$ cat src/rtl/inst_queue_pkg.sv
// Shared defaults for the fetch/decode instruction queue.
// Address/data widths and the bubble encoding shown to decode when the queue is empty.
package inst_queue_pkg;

    localparam int unsigned IQ_ADDR_WIDTH = 32;
    localparam int unsigned IQ_DATA_WIDTH = 32;
    localparam logic [31:0] IQ_NOP_INST   = 32'h0000_0013;

endpackage

$ cat src/rtl/sync_fifo_mem.sv
// DEPTH x W register array: one synchronous write port, one asynchronous read port.
// Latency: write visible after the writing edge; read is combinational.
// Backpressure: none, the owner decides when to write.
module sync_fifo_mem #(
    parameter int unsigned DEPTH = 4,
    parameter int unsigned W     = 64,
    parameter int unsigned AW    = $clog2(DEPTH)
) (
    input  logic          clk_i,
    input  logic          we,
    input  logic [AW-1:0] waddr,
    input  logic [W-1:0]  wdata,
    input  logic [AW-1:0] raddr,
    output logic [W-1:0]  rdata
);

    logic [W-1:0] mem [DEPTH];

    // Storage is intentionally unreset; the owner never exposes an unwritten slot.
    always_ff @(posedge clk_i) begin
        if (we) begin
            mem[waddr] <= wdata;
        end
    end

    assign rdata = mem[raddr];

endmodule

$ cat src/rtl/inst_queue.sv
// Fetch-to-decode instruction FIFO with jump/interrupt flush and NOP bubble when empty.
// Latency: 1 cycle push-to-head; one push and one pop per cycle sustained.
// Backpressure: inst_ready_o is registered-only (full blocks push even if decode pops that cycle).
module inst_queue
    import inst_queue_pkg::*;
#(
    parameter int unsigned           ADDR_WIDTH = IQ_ADDR_WIDTH,
    parameter int unsigned           DATA_WIDTH = IQ_DATA_WIDTH,
    parameter int unsigned           DEPTH      = 4,
    parameter logic [DATA_WIDTH-1:0] NOP_INST   = DATA_WIDTH'(IQ_NOP_INST)
) (
    input  logic                        clk_i,
    input  logic                        rst_ni,
    input  logic                        flush_jump_i,
    input  logic                        flush_int_i,
    input  logic                        inst_valid_i,
    input  logic [ADDR_WIDTH-1:0]       inst_addr_i,
    input  logic [DATA_WIDTH-1:0]       inst_i,
    output logic                        inst_ready_o,
    output logic                        inst_valid_o,
    output logic [ADDR_WIDTH-1:0]       inst_addr_o,
    output logic [DATA_WIDTH-1:0]       inst_o,
    input  logic                        id_ready_i,
    output logic [$clog2(DEPTH+1)-1:0]  count_o
);

    localparam int unsigned PTR_W = $clog2(DEPTH);
    localparam int unsigned CNT_W = $clog2(DEPTH + 1);
    localparam int unsigned ENT_W = ADDR_WIDTH + DATA_WIDTH;

    logic             flush;
    logic             push;
    logic             pop;
    logic [PTR_W-1:0] wr_ptr;
    logic [PTR_W-1:0] rd_ptr;
    logic [CNT_W-1:0] count_q;
    logic [ENT_W-1:0] head_dat;

    assign flush        = flush_jump_i | flush_int_i;
    assign inst_ready_o = (count_q != CNT_W'(DEPTH));
    assign inst_valid_o = (count_q != '0);
    assign push         = inst_valid_i & inst_ready_o & ~flush;
    assign pop          = inst_valid_o & id_ready_i & ~flush;
    assign count_o      = count_q;

    always_ff @(posedge clk_i or negedge rst_ni) begin
        if (!rst_ni) begin
            wr_ptr  <= '0;
            rd_ptr  <= '0;
            count_q <= '0;
        end else if (flush) begin
            wr_ptr  <= '0;
            rd_ptr  <= '0;
            count_q <= '0;
        end else begin
            if (push) begin
                wr_ptr <= wr_ptr + PTR_W'(1);
            end
            if (pop) begin
                rd_ptr <= rd_ptr + PTR_W'(1);
            end
            if (push && !pop) begin
                count_q <= count_q + CNT_W'(1);
            end else if (pop && !push) begin
                count_q <= count_q - CNT_W'(1);
            end
        end
    end

    sync_fifo_mem #(
        .DEPTH (DEPTH),
        .W     (ENT_W),
        .AW    (PTR_W)
    ) u_mem (
        .clk_i (clk_i),
        .we    (push),
        .waddr (wr_ptr),
        .wdata ({inst_addr_i, inst_i}),
        .raddr (rd_ptr),
        .rdata (head_dat)
    );

    // Empty forcing keeps stale storage from ever reaching decode.
    assign inst_addr_o = inst_valid_o ? head_dat[ENT_W-1:DATA_WIDTH] : '0;
    assign inst_o      = inst_valid_o ? head_dat[DATA_WIDTH-1:0]     : NOP_INST;

endmodule

$ cat config.mk
export PLATFORM = sky130hd
export DESIGN_NAME = inst_queue
export DESIGN_NICKNAME = d
export VERILOG_FILES = /design/src/rtl/inst_queue_pkg.sv /design/src/rtl/sync_fifo_mem.sv /design/src/rtl/inst_queue.sv
export SDC_FILE = /design/constraint.sdc
export NUM_CORES = 1
export LEC_CHECK = 0
export BUFFER_PORTS_ARGS = -buffer_cell sky130_fd_sc_hd__buf_4
export CORE_MARGIN = 4
export CORE_UTILIZATION = 60
export DETAILED_ROUTE_END_ITERATION = 8
export PLACE_DENSITY = 0.9
export SLEW_MARGIN = 30
export SYNTH_ARGS = -nofsm -noshare
export SYNTH_HDL_FRONTEND = slang
export SYNTH_SLANG_ARGS = --single-unit
export TNS_END_PERCENT = 100
$ cat constraint.sdc
create_clock -name clk_i -period 8.5 [get_ports clk_i]
set_clock_uncertainty 0.15 [all_clocks]
set_input_delay 1.7 -clock clk_i [delete_from_list [all_inputs] [get_ports clk_i]]
set_output_delay 1.7 -clock clk_i [all_outputs]
set_load 0.01 [all_outputs]
* Yosys cells after proc, flatten, opt, wreduce, memory -nomap -nowiden *
Memories as Yosys holds them, arrays and structs flattened.
Index checks and enable logic that the tools add are counted.
Widths: inputs -> output; s select.

storage, ports and cells
  register bits after elaboration = 7
  latch bits = 0
  memory bits (writable) = 256
  ROM bits = 0
  bits of input ports = 70
  output and inout bits = 69
  logic and storage cells = 34
  memories = 1

cells by class
  $add $sub $neg = 4
  multiply operators = 0
  divide/modulo/power cells = 0
  magnitude comparators = 0
  equal/unequal tests = 1
  shift-type cells = 0
  mux-type cells = 11
  bitwise logic cells = 6
  reduce and logical (&&, ||, !) cells = 8

memory list
  name       depth  width  read ports  clocked after Yosys merged registers in  write ports  line                 source
  u_mem.mem  4      64     1           0                                        1            sync_fifo_mem.sv:17  logic [W-1:0] mem [DEPTH];

operators by type and width
  cell                 number
  $mux 32              2
  $mux 3               3
  $mux 2               4
  $reduce_bool 3->1    2
  $add 2x1->2 const B  2
  $and 1x1->1          4
  $reduce_bool 2->1    2
  $add 3x1->3 const B  1
  $ne 3x3->1 const B   1
  $sub 3x1->3 const B  1
  $logic_and 1x1->1    2
  $logic_not 1->1      2
  $mux 1               2
  $not 1->1            1
  $or 1x1->1           1

* Longest topological paths before layout *
Gate-level depths: netlist of the first run.

  depth after elaboration = 8
  gate-level depth with buffers = 10
  depth with buffers taken out = 9

* Modules after synthesis *
From an unflattened synthesis of the first run, not the netlist that was laid out.

unflattened totals
  cell total of the unflattened synthesis = 456
  area, all modules = 10,247.3 sq um

by module, submodules not included
  module         times used  cells an instance  area each (sq um)
  sync_fifo_mem  1           338                9,341.5
  inst_queue     1           118                905.9

* Worst setup path after synthesis of the first run *
OpenSTA, ideal clock, no wires.

  path kind = input -> register
  from = input port flush_int_i
  to = memory u_mem.mem[0][0], enable pin
  data arrival time = 3.870 ns
  required time = 7.921 ns
  setup slack = 4.051 ns
  stages on the path = 4
  cell sequence = or2_2 > buf_1 > nor2_1 > and2_1

on the way
  longest elaborated chain between the ends = 5

ends and longest elaborated chain
  item                          line                 source
  start: declaration            inst_queue.sv:15     input logic flush_int_i,
  $or 1x1->1                    inst_queue.sv:39     assign flush = flush_jump_i | flush_int_i;
  $not 1->1                     inst_queue.sv:42     assign push = inst_valid_i & inst_ready_o & ~flush;
  $and 1x1->1                   inst_queue.sv:42
  $mux 1                        sync_fifo_mem.sv:21  if (we) begin
  $mux 1 (not written as such)  sync_fifo_mem.sv:22  mem[waddr] <= wdata;
  end: declaration              sync_fifo_mem.sv:17

No other way between the ends.

* Worst setup path in the final report of the first run *
  from = register rd_ptr[0]
  to = output port inst_o[0]

on the way
  longest elaborated chain between the ends = 2

ends and longest elaborated chain
  item                      line              source
  start: declaration        inst_queue.sv:35  logic [PTR_W-1:0] rd_ptr;
  start signal: assignment  inst_queue.sv:60  rd_ptr <= rd_ptr + PTR_W'(1);
  $mem_v2 4x64              n/a
  $mux 32                   inst_queue.sv:85  assign inst_o = inst_valid_o ? head_dat[DATA_WIDTH-1:0] : NOP_INST;
  end: declaration          inst_queue.sv:22  output logic [DATA_WIDTH-1:0] inst_o,

No other way between the ends.

==> impl_metrics.py, run 1 <==
metrics = {
    "yosys": {
        "syn-mean-instance-area_um2": 22.0,
        "syn-cell-area_um2": 10200,
        "yosys_warnings": 0,
        "synth_cell_types": 32,
        "synth_top_cells_by_area": "edfxtp_1 (76%), mux4_2 (14%), and2_1 (4.1%), dfrtp_1 (1.7%), buf_6 (0.55%)",
        "synthCells": 463,
        "synth_nets": 538,
        "ys_seq_area_share_pct": 77.3,
        "yosysTopAreaCell": "edfxtp_1",
        "ys_seq_elements": 263,
        "synth_top_cell_area_share_pct": 75.6,
    },
    "setup_path": {
        "reg2reg_slack_ns": 5.76,
        "end_kind": "output pin",
        "arrival_ns": 2.99,
        "worstPathRequired_ns": 6.65,
        "critPathLaunchType": "flip-flop",
        "worstRegToRegCells": 9,
        "worst-path-max-fanout": 43,
        "r2r_start": "count_o[0]",
        "rr_endpoint": "count_o[2]",
        "setup.worst_path.class": "flip-flop to output pin",
    },
    "final_layout": {
        "final_util_pct": 74.6,
        "design_area_um2": 12400,
        "diodes": 0,
        "drive_gt1_share_pct": 41.1,
        "syn_to_final_growth_pct": 21.6,
        "nets": 687,
    },
    "power": {
        "p_switching_uw": 568,
        "p_int_uw": 2240,
        "vdd_drop_max_v": 0.000226,
        "p_clk_share_pct": 41.4,
        "p_leak_uw": 0.00422,
        "p_per_area_nw_per_um2": 227,
        "seq_power_share_pct": 51.5,
        "switching_share_pct": 20.2,
        "pwr-share-comb_pct": 7.2,
    },
    "die": {
        "die_h_um": 138,
        "pin_count": 139,
        "rows": 47,
        "die-area_um2": 19100,
        "core-area_um2": 16600,
        "start_util_pct": 61.4,
        "die_x_um": 138,
    },
    "placement": {
        "hpwl_mm": 10.9,
        "placed_cell_area_um2": 11400,
        "gp_congestion": 0.716,
        "portBuffers": 138,
    },
    "cts": {
        "ctsResizeCount": 0,
        "path_clk_slew_ns": 0.06,
        "htreeDepth": 1,
        "postCtsHoldBufs": 0,
        "cts.sinks": 263,
        "post_cts_buffers": 0,
        "cts_max_path_buffers": 3,
        "ctsRootBufferMaster": "clkbuf_16",
        "cts_tree": "done",
        "clock_latency_ns": 0.51,
        "numCtsBuffers": 26,
    },
    "hold_path": {
        "min_from": "wr_ptr[1]",
        "hold_path_class": "flip-flop to flip-flop",
        "holdPathStages": 2,
        "whs_endpoint": "wr_ptr[1]",
    },
    "sta": {
        "rsz0062_at_grt": "no",
        "relSlewSlack_pct": 43.0,
        "worst_pin_slew_ns": 0.855,
        "fin_setup_tns_ns": 0,
        "max_freq_mhz": 207,
        "hold_viol_final": 0,
        "maxSlewViolCount": 0,
        "hold_slack_ns": 0.464,
        "period_minus_slack_ns": 4.84,
        "finalCritPeriodShare_pct": 56.9,
        "finalSetupViolCount": 0,
    },
    "grt": {
        "grt_pass1_vias": 5344,
        "grt_usage_pct": 19.9,
        "top_usage_layer": "met2",
        "antenna_found_initial": 0,
        "met2_usage_pct": 33.2,
        "grt_pass1_wl_mm": 30.1,
        "grt-ovfl-total": 0,
        "grt_max_degree": 65,
        "use_met1_pct": 27.4,
        "gr-usage-met3_pct": 4.45,
    },
    "routing": {
        "antenna_left": 0,
        "vias": 4989,
        "first_pass_iters": 4,
        "routed_wl_mm": 19.0,
        "viasPerCell": 5.86,
        "wl_per_cell_um": 22.3,
        "drc": 0,
        "drtIter0Drc": 344,
    },
    "job": {
        "drv_cap": 0,
    },
    "outcome": {
        "status": "complete, no violations",
    },
}
how the worst max path moves through the flow:
stage / slack [ns] / to / start / cells after the start
floorplan: 4.05 / u_mem.mem[0][0] / flush_int_i / 4
finish: 3.66 / inst_o[0] / rd_ptr[0] / 4
CTS: 3.55 / inst_o[0] / rd_ptr[0] / 4
global route: 3.40 / inst_o[4] / rd_ptr[0] / 4
detailed placement: 4.09 / inst_o[0] / rd_ptr[0] / 4
global placement: 4.11 / inst_o[0] / rd_ptr[0] / 4
worst max-delay path, cell delays in order, from the launching register on:
cell and delay (ns):
dfrtp_4 0.73, buf_4 0.74, mux4_2 0.60, or2_1 0.22, buf_4 0.15
cell usage in the layout (no fill, tap or decap), types with 3 or more instances in the layout:
master	Yosys	layout
edfxtp_1	256	256
buf_4	0	140
mux4_2	64	64
and2_1	66	62
clkbuf_16	0	27
nor2_1	8	8
clkinv_2	0	6
inv_1	5	5
dfrtp_1	7	5
and2_4	0	4
ha_1	4	4
bufinv_16	0	4
or2_1	3	3
nand2_1	3	3
clkbuf_1	8	3
clkinvlp_4	0	3
clkinv_1	0	3
buf_16	0	3
synth_stat cells:
cell type and number:
a211oi_1 1, a21o_1 1, a21oi_1 2, a221oi_2 1, a22oi_1 1, a31oi_1 1, and2_1 66, buf_1 1
buf_2 9, buf_6 5, clkbuf_1 8, dfrtp_1 7, edfxtp_1 256, fa_1 1, ha_1 4, inv_1 5
inv_2 1, mux2i_1 2, mux4_2 64, nand2_1 3, nand3_1 2, nor2_1 8, nor3_1 1, nor3_2 1
nor3b_1 1, o21a_1 1, or2_0 1, or2_1 3, or2_2 1, or3b_1 1, xnor2_1 2, xor2_1 2
through the flow:
stage | cells | setup slack (ns) | power [µW]
after global placement | 800 | 4.11 | 1670
after global routing | 852 | 3.40 | 2910
after floorplan | 463 | 4.05 | 1570
final | 852 | 3.66 | 2810
after CTS | 848 | 3.55 | 2830
after detailed placement | 800 | 4.09 | 1680
power by group through the flow:
stage	logic (µW)	registers, µW	clock network, µW
4_1_cts	204	1450	1180
3_5_place_dp	201	1480	0
3_3_place_gp	195	1470	0
6_report	202	1450	1160
2_1_floorplan	98.2	1470	0
5_1_grt	219	1450	1240
kinds of logic after synthesis:
| group | Yosys count | share of synthesized area (%) |
|---|---|---|
| compound gates | 8 | 0.603 |
| xor+xnor | 4 | 0.344 |
| fa+ha+maj | 5 | 0.689 |
| buf+inv | 29 | 1.55 |
| flops | 263 | 77.3 |
| mux | 66 | 14.4 |
| simple gates | 88 | 5.18 |
metal layers:
layer | vias to the layer above | wire [µm]
met3 | 34 | 1310
met1 | 2583 | 7540
met4 | 0 | 417
met2 | 206 | 9770
met5 | - | 0
li1 | 2166 | -
sequential cells by signal (all words and copies together), names as in the netlist:
name,cells
count_o,3
u_mem.mem,256
wr_ptr,2
rd_ptr,2
cell type report:
type / count / area [µm²]
clock buffers: 30 / 687
well taps: 220 / 275
fillers: 943 / 4210
multi-input cells: 171 / 2160
repair buffers: 144 / 1150
inverters: 6 / 25.0
clock inverters: 18 / 201
flip-flops and latches: 263 / 7870
(Power assumes the default switching activity.)
==> run 2: changes to the inputs <==
ABC_AREA = 1   (was not set)
CORE_UTILIZATION = 52   (was 60)
PLACE_DENSITY = 0.83   (was 0.9)
clock period = 4.35 ns   (was 8.5 ns; I/O delays follow)
==> impl_metrics.py, run 2 <==
metrics = {
    "hold_path": {
        "holdPathStages": 1,
        "min_from": "inst_addr_i[20]",
        "hold_path_class": "input port to flip-flop",
    },
    "cts": {
        "htreeDepth": 1,
        "ctsResizeCount": 0,
        "ctsRootBufferMaster": "clkbuf_16",
        "cts_tree": "done",
        "clock_latency_ns": 0.50,
        "path_clk_slew_ns": 0.06,
        "cts_max_path_buffers": 3,
        "postCtsHoldBufs": 1,
        "numCtsBuffers": 25,
        "post_cts_buffers": 0,
        "cts.sinks": 263,
    },
    "yosys": {
        "yosys_warnings": 0,
        "ys_seq_elements": 263,
        "yosysTopAreaCell": "edfxtp_1",
        "synth_top_cell_area_share_pct": 74.2,
        "synth_edf_count": 256,
        "synthCells": 818,
        "synth_xor_area_share_pct": 0.0845,
        "synth_top_cells_by_area": "edfxtp_1 (74%), nor2_1 (9.5%), o21ai_0 (6.1%), a21oi_1 (3.1%), dfrtp_1 (1.7%)",
        "yosysMostFrequentCell": "nor2_1",
        "synth-simple-area-share_pct": 10.6,
        "dominantRegCellSynth": "edfxtp_1",
        "synth_fa_ha_area_share_pct": 0.676,
        "synth_mux_area_share_pct": 0,
        "synth_top_family_by_area": "simple AND/OR/NAND/NOR gates",
        "synth-compound-area-share_pct": 9.66,
        "synthTopCellsByCount": "nor2_1 (262), edfxtp_1 (256), o21ai_0 (126)",
        "synth_cell_types": 24,
        "ys_seq_area_share_pct": 75.9,
        "synth_nets": 893,
        "syn-mean-instance-area_um2": 12.7,
        "ys_async_sr_fraction_pct": 2.66,
        "syn-cell-area_um2": 10400,
    },
    "sta": {
        "worst_slack_ns": 0.654,
        "hold_viol_final": 0,
        "period_minus_slack_ns": 3.70,
        "worst_pin_slew_ns": 0.739,
        "finalSetupViolCount": 0,
        "finalCritPeriodShare_pct": 85.0,
        "max_freq_mhz": 271,
        "relSlewSlack_pct": 50.6,
        "maxSlewViolCount": 0,
        "rsz0062_at_grt": "no",
    },
    "final_layout": {
        "final_common_cell": "nor2_1",
        "nets": 1025,
        "largest_reg_flops": 256,
        "drive_gt1_share_pct": 20.6,
        "syn_to_final_growth_pct": 19.9,
        "layout_common_cells": "nor2_1 (258), edfxtp_1 (256), buf_4 (147), o21ai_0 (126), a21oi_1 (65)",
        "diodes": 0,
        "top_register": "u_mem.mem",
        "final_util_pct": 63.6,
        "finalNonFillerCells": 1232,
    },
    "setup_path": {
        "worstRegToRegCells": 7,
        "worstPathRequired_ns": 3.33,
        "setup.worst_path.class": "flip-flop to output pin",
        "end_kind": "output pin",
        "r2r_start": "count_o[1]",
        "arrival_ns": 2.68,
        "critPathLaunchType": "flip-flop",
        "critPathLaunch": "rd_ptr[0]",
        "worst-path-max-fanout": 60,
    },
    "job": {
        "drv_cap": 0,
    },
    "power": {
        "vdd_drop_max_v": 0.000425,
        "seq_power_share_pct": 55.8,
        "p_int_uw": 4030,
        "p_leak_uw": 0.00447,
        "p_per_area_nw_per_um2": 407,
        "p_switching_uw": 1030,
        "switching_share_pct": 20.3,
        "pwr-share-comb_pct": 5.4,
        "p_clk_share_pct": 38.8,
    },
    "grt": {
        "grt_max_degree": 69,
        "grt_usage_pct": 19.8,
        "grt-ovfl-total": 0,
        "grt_pass1_wl_mm": 35.0,
        "grt_pass1_vias": 6637,
        "antenna_found_initial": 0,
    },
    "routing": {
        "drc": 0,
        "vias": 6618,
        "wl_per_cell_um": 18.2,
        "first_pass_iters": 5,
        "antenna_left": 0,
        "drtIter0Drc": 476,
        "routed_wl_mm": 22.4,
        "viasPerCell": 5.37,
    },
    "die": {
        "die_x_um": 149,
        "die-area_um2": 22300,
        "die_h_um": 149,
        "core-area_um2": 19500,
        "start_util_pct": 53.1,
        "rows": 51,
        "pin_count": 139,
    },
    "outcome": {
        "status": "complete, no violations",
    },
    "placement": {
        "placed_cells": 1187,
        "gp_congestion": 0.747,
        "dp_worst_setup_slack_ns": 1.07,
        "hpwl_mm": 13.7,
        "portBuffers": 138,
    },
}
-- run 2: cell types whose count changed after synthesis, sizes merged, moves of 15 or more --
| cell | previous run | this run |
|---|---|---|
| nor2 | 8 | 263 |
| o21ai | 0 | 128 |
| and2 | 66 | 0 |
| a21oi | 2 | 66 |
| mux4 | 64 | 0 |
| nand2 | 3 | 18 |
-- run 2: per-stage QoR --
stage / setup TNS, ns / cell area [µm²] / power, µW / hold slack [ns]
detailed placement: 0 / 11700 / 3150 / 0.477
global route: 0 / 12400 / 5220 / 0.401
floorplan: -123.25 / 10400 / 2980 / 0.424
CTS: 0 / 12400 / 5090 / 0.392
finish: 0 / 12400 / 5050 / 0.415
global placement: 0 / 11700 / 3140 / 0.458
-- run 2: power groups by stage --
stage	clock network (µW)	logic [µW]	registers (µW)
CTS	2000	276	2820
detailed placement	0	274	2870
floorplan	0	111	2870
global placement	0	264	2870
global route	2100	300	2820
finish	1960	273	2820
-- run 2: final cells by class --
type	count	area [µm²]
Tap cell	265	332
Clock buffer	28	637
Inverter	18	68.8
Fill cell	1473	7100
Timing Repair Buffer	153	1210
Clock inverter	16	96.3
Sequential cell	263	7870
Multi-Input combinational cell	489	2210
-- run 2: cell families after synthesis --
group,Yosys count
simple gates,286
flops,263
compound gates,197
buf+inv,66
fa+ha+maj,5
xor+xnor,1
-- run 2: metal layers --
| layer | up-vias | GRT usage (%) | wire length (µm) |
|---|---|---|---|
| li1 | 3147 | - | - |
| met1 | 3177 | 25.8 | 8860 |
| met2 | 250 | 34.7 | 11400 |
| met3 | 44 | 3.52 | 1580 |
| met4 | 0 | 5.31 | 563 |
| met5 | - | 0 | 0 |
-- run 2: critical path: stages (launching register included) --
cell,delay (ns)
dfrtp_4,0.84
buf_4,0.47
nor2_1,0.09
o311ai_0,0.53
buf_4,0.22
-- run 2: final timing paths --
path | end | slack, ns
worst max-delay path | inst_o[1] | 0.65
worst min-delay path | u_mem.mem[2][52] | 0.42
worst max register to register | u_mem.mem[0][53] | 1.82
worst min register to register | count_o[1] | 0.48
max in group asynchronous | rd_ptr[0] | 3.34
min in group asynchronous | count_o[2] | 0.57
==> run 3: changes to the inputs <==
ABC_AREA = 0   (was 1)
CORE_UTILIZATION = 57   (was 52)
PLACE_DENSITY = 0.86   (was 0.83)
clock period = 3.73 ns   (was 4.35 ns; I/O delays follow)
==> impl_metrics.py, run 3 (synthesized netlist as in run 1, its figures left out) <==
metrics = {
    "placement": {
        "hpwl_mm": 12.3,
        "placed_cell_area_um2": 11500,
        "gp_congestion": 0.795,
        "portBuffers": 138,
    },
    "setup_path": {
        "r2r_start": "count_o[0]",
        "critPathLaunch": "rd_ptr[0]",
        "setup.worst_path.class": "flip-flop to output pin",
        "reg2reg_slack_ns": 0.94,
        "arrival_ns": 2.41,
        "end_kind": "output pin",
        "worstRegToRegCells": 9,
        "rr_endpoint": "count_o[2]",
        "worstPathRequired_ns": 2.83,
        "critPathLaunchType": "flip-flop",
        "worst-path-max-fanout": 19,
    },
    "sta": {
        "maxSlewViolCount": 0,
        "relSlewSlack_pct": 54.7,
        "max_freq_mhz": 302,
        "period_minus_slack_ns": 3.31,
        "rsz0062_at_grt": "no",
        "worst_pin_slew_ns": 0.679,
        "finalCritPeriodShare_pct": 88.8,
        "fin_setup_tns_ns": 0,
        "hold_viol_final": 0,
        "finalSetupViolCount": 0,
    },
    "die": {
        "pin_count": 139,
        "die-area_um2": 20100,
        "die_h_um": 142,
        "die_x_um": 142,
        "core-area_um2": 17400,
        "start_util_pct": 58.4,
        "rows": 48,
    },
    "power": {
        "p_leak_uw": 0.00421,
        "p_per_area_nw_per_um2": 504,
        "vdd_drop_max_v": 0.000599,
    },
    "final_layout": {
        "fillers": 1048,
        "layout_common_cells": "edfxtp_1 (256), buf_4 (145), mux4_2 (64), and2_1 (62), clkbuf_16 (25)",
        "drive_gt1_share_pct": 40.6,
        "largest_reg_flops": 256,
        "final_common_cell": "edfxtp_1",
        "final-seq-area_um2": 7870,
        "syn_to_final_growth_pct": 21.2,
        "nets": 693,
        "design_area_um2": 12300,
        "diodes": 0,
        "top_register": "u_mem.mem",
        "multi_input_area_um2": 2160,
    },
    "grt": {
        "grt_usage_pct": 19.9,
        "grt-ovfl-total": 0,
        "grt_max_degree": 41,
        "met2_usage_pct": 34.2,
        "grt_pass1_vias": 5336,
        "antenna_found_initial": 0,
        "gr-usage-met3_pct": 3.98,
        "use_met1_pct": 26.8,
        "grt_pass1_wl_mm": 30.7,
        "top_usage_layer": "met2",
    },
    "hold_path": {
        "hold_path_class": "input port to flip-flop",
        "holdPathStages": 1,
        "whs_endpoint": "u_mem.mem[0][54]",
        "min_from": "inst_addr_i[22]",
    },
    "cts": {
        "clock_latency_ns": 0.50,
        "cts_max_path_buffers": 3,
        "cts_tree": "done",
        "cts.sinks": 263,
        "htreeDepth": 1,
        "numCtsBuffers": 25,
        "post_cts_buffers": 0,
        "path_clk_slew_ns": 0.06,
        "ctsRootBufferMaster": "clkbuf_16",
    },
    "routing": {
        "routed_wl_mm": 19.7,
        "first_pass_iters": 4,
        "drtIter0Drc": 319,
        "drc": 0,
        "antenna_left": 0,
        "viasPerCell": 5.71,
        "vias": 4917,
        "wl_per_cell_um": 22.9,
    },
    "outcome": {
        "status": "complete, no violations",
    },
    "job": {
        "drv_cap": 0,
    },
}
run 3: changes by cell type in the layout (fill, tap and decap cells not counted), moves of 5 or more:
cell,change
nor2_1,-250
o21ai_0,-126
and2_1,+62
nor2_4,-5
inv_1,-9
mux4_2,+64
a21oi_1,-63
nand2_1,-13
run 3: timing repair:
| item | in CTS | in global routing |
|---|---|---|
| hold endpoints to repair | 7 | 0 |
| hold buffers | 1 | 0 |
| gates resized for setup | 0 | 0 |
run 3: worst max path at each step:
stage	to	cells past startpoint
after floorplan	u_mem.mem[0][0]	4
after global placement	inst_addr_o[10]	4
after detailed placement	u_mem.mem[0][61]	5
after CTS	inst_o[10]	4
after global routing	inst_addr_o[10]	4
final	inst_o[10]	4
run 3: area by class of cell:
cell class | instances | share of cell area (%)
multi-input combinational | 171 | 17.6
clock buffer | 28 | 5.16
timing repair buffer | 151 | 9.72
sequential | 263 | 63.8
inverter | 6 | 0.183
tap | 225 | 2.28
clock inverter | 17 | 1.28
run 3: where the power goes:
| group | internal (µW) | switching, µW | total [µW] |
|---|---|---|---|
| logic | 239 | 230 | 469 |
| clock network | 1430 | 1010 | 2440 |
| registers | 3280 | 18.7 | 3300 |
| total | 4950 | 1260 | 6210 |
run 3: worst max-delay path: stages (launching register included):
cell     delay [ns]
dfrtp_4        0.66
buf_4          0.34
mux4_2         0.56
and2_1         0.20
buf_4          0.14
run 3: metal layers:
| layer | up-vias | wire length [µm] |
|---|---|---|
| met4 | 0 | 302 |
| met5 | - | 0 |
| met1 | 2538 | 7700 |
| met2 | 174 | 10400 |
| met3 | 30 | 1310 |
| li1 | 2175 | - |
run 3: through the flow:
stage	total power, µW	worst slack (ns)	utilization, %	instances	hold slack (ns)
5_1_grt	6440	0.286	70.8	861	0.269
3_3_place_gp	3810	0.931	66.2	815	0.412
6_report	6210	0.420	70.8	861	0.292
4_1_cts	6260	0.358	70.8	861	0.272
2_1_floorplan	3580	0.235	-	463	0.300
3_5_place_dp	3830	0.852	66.2	815	0.414
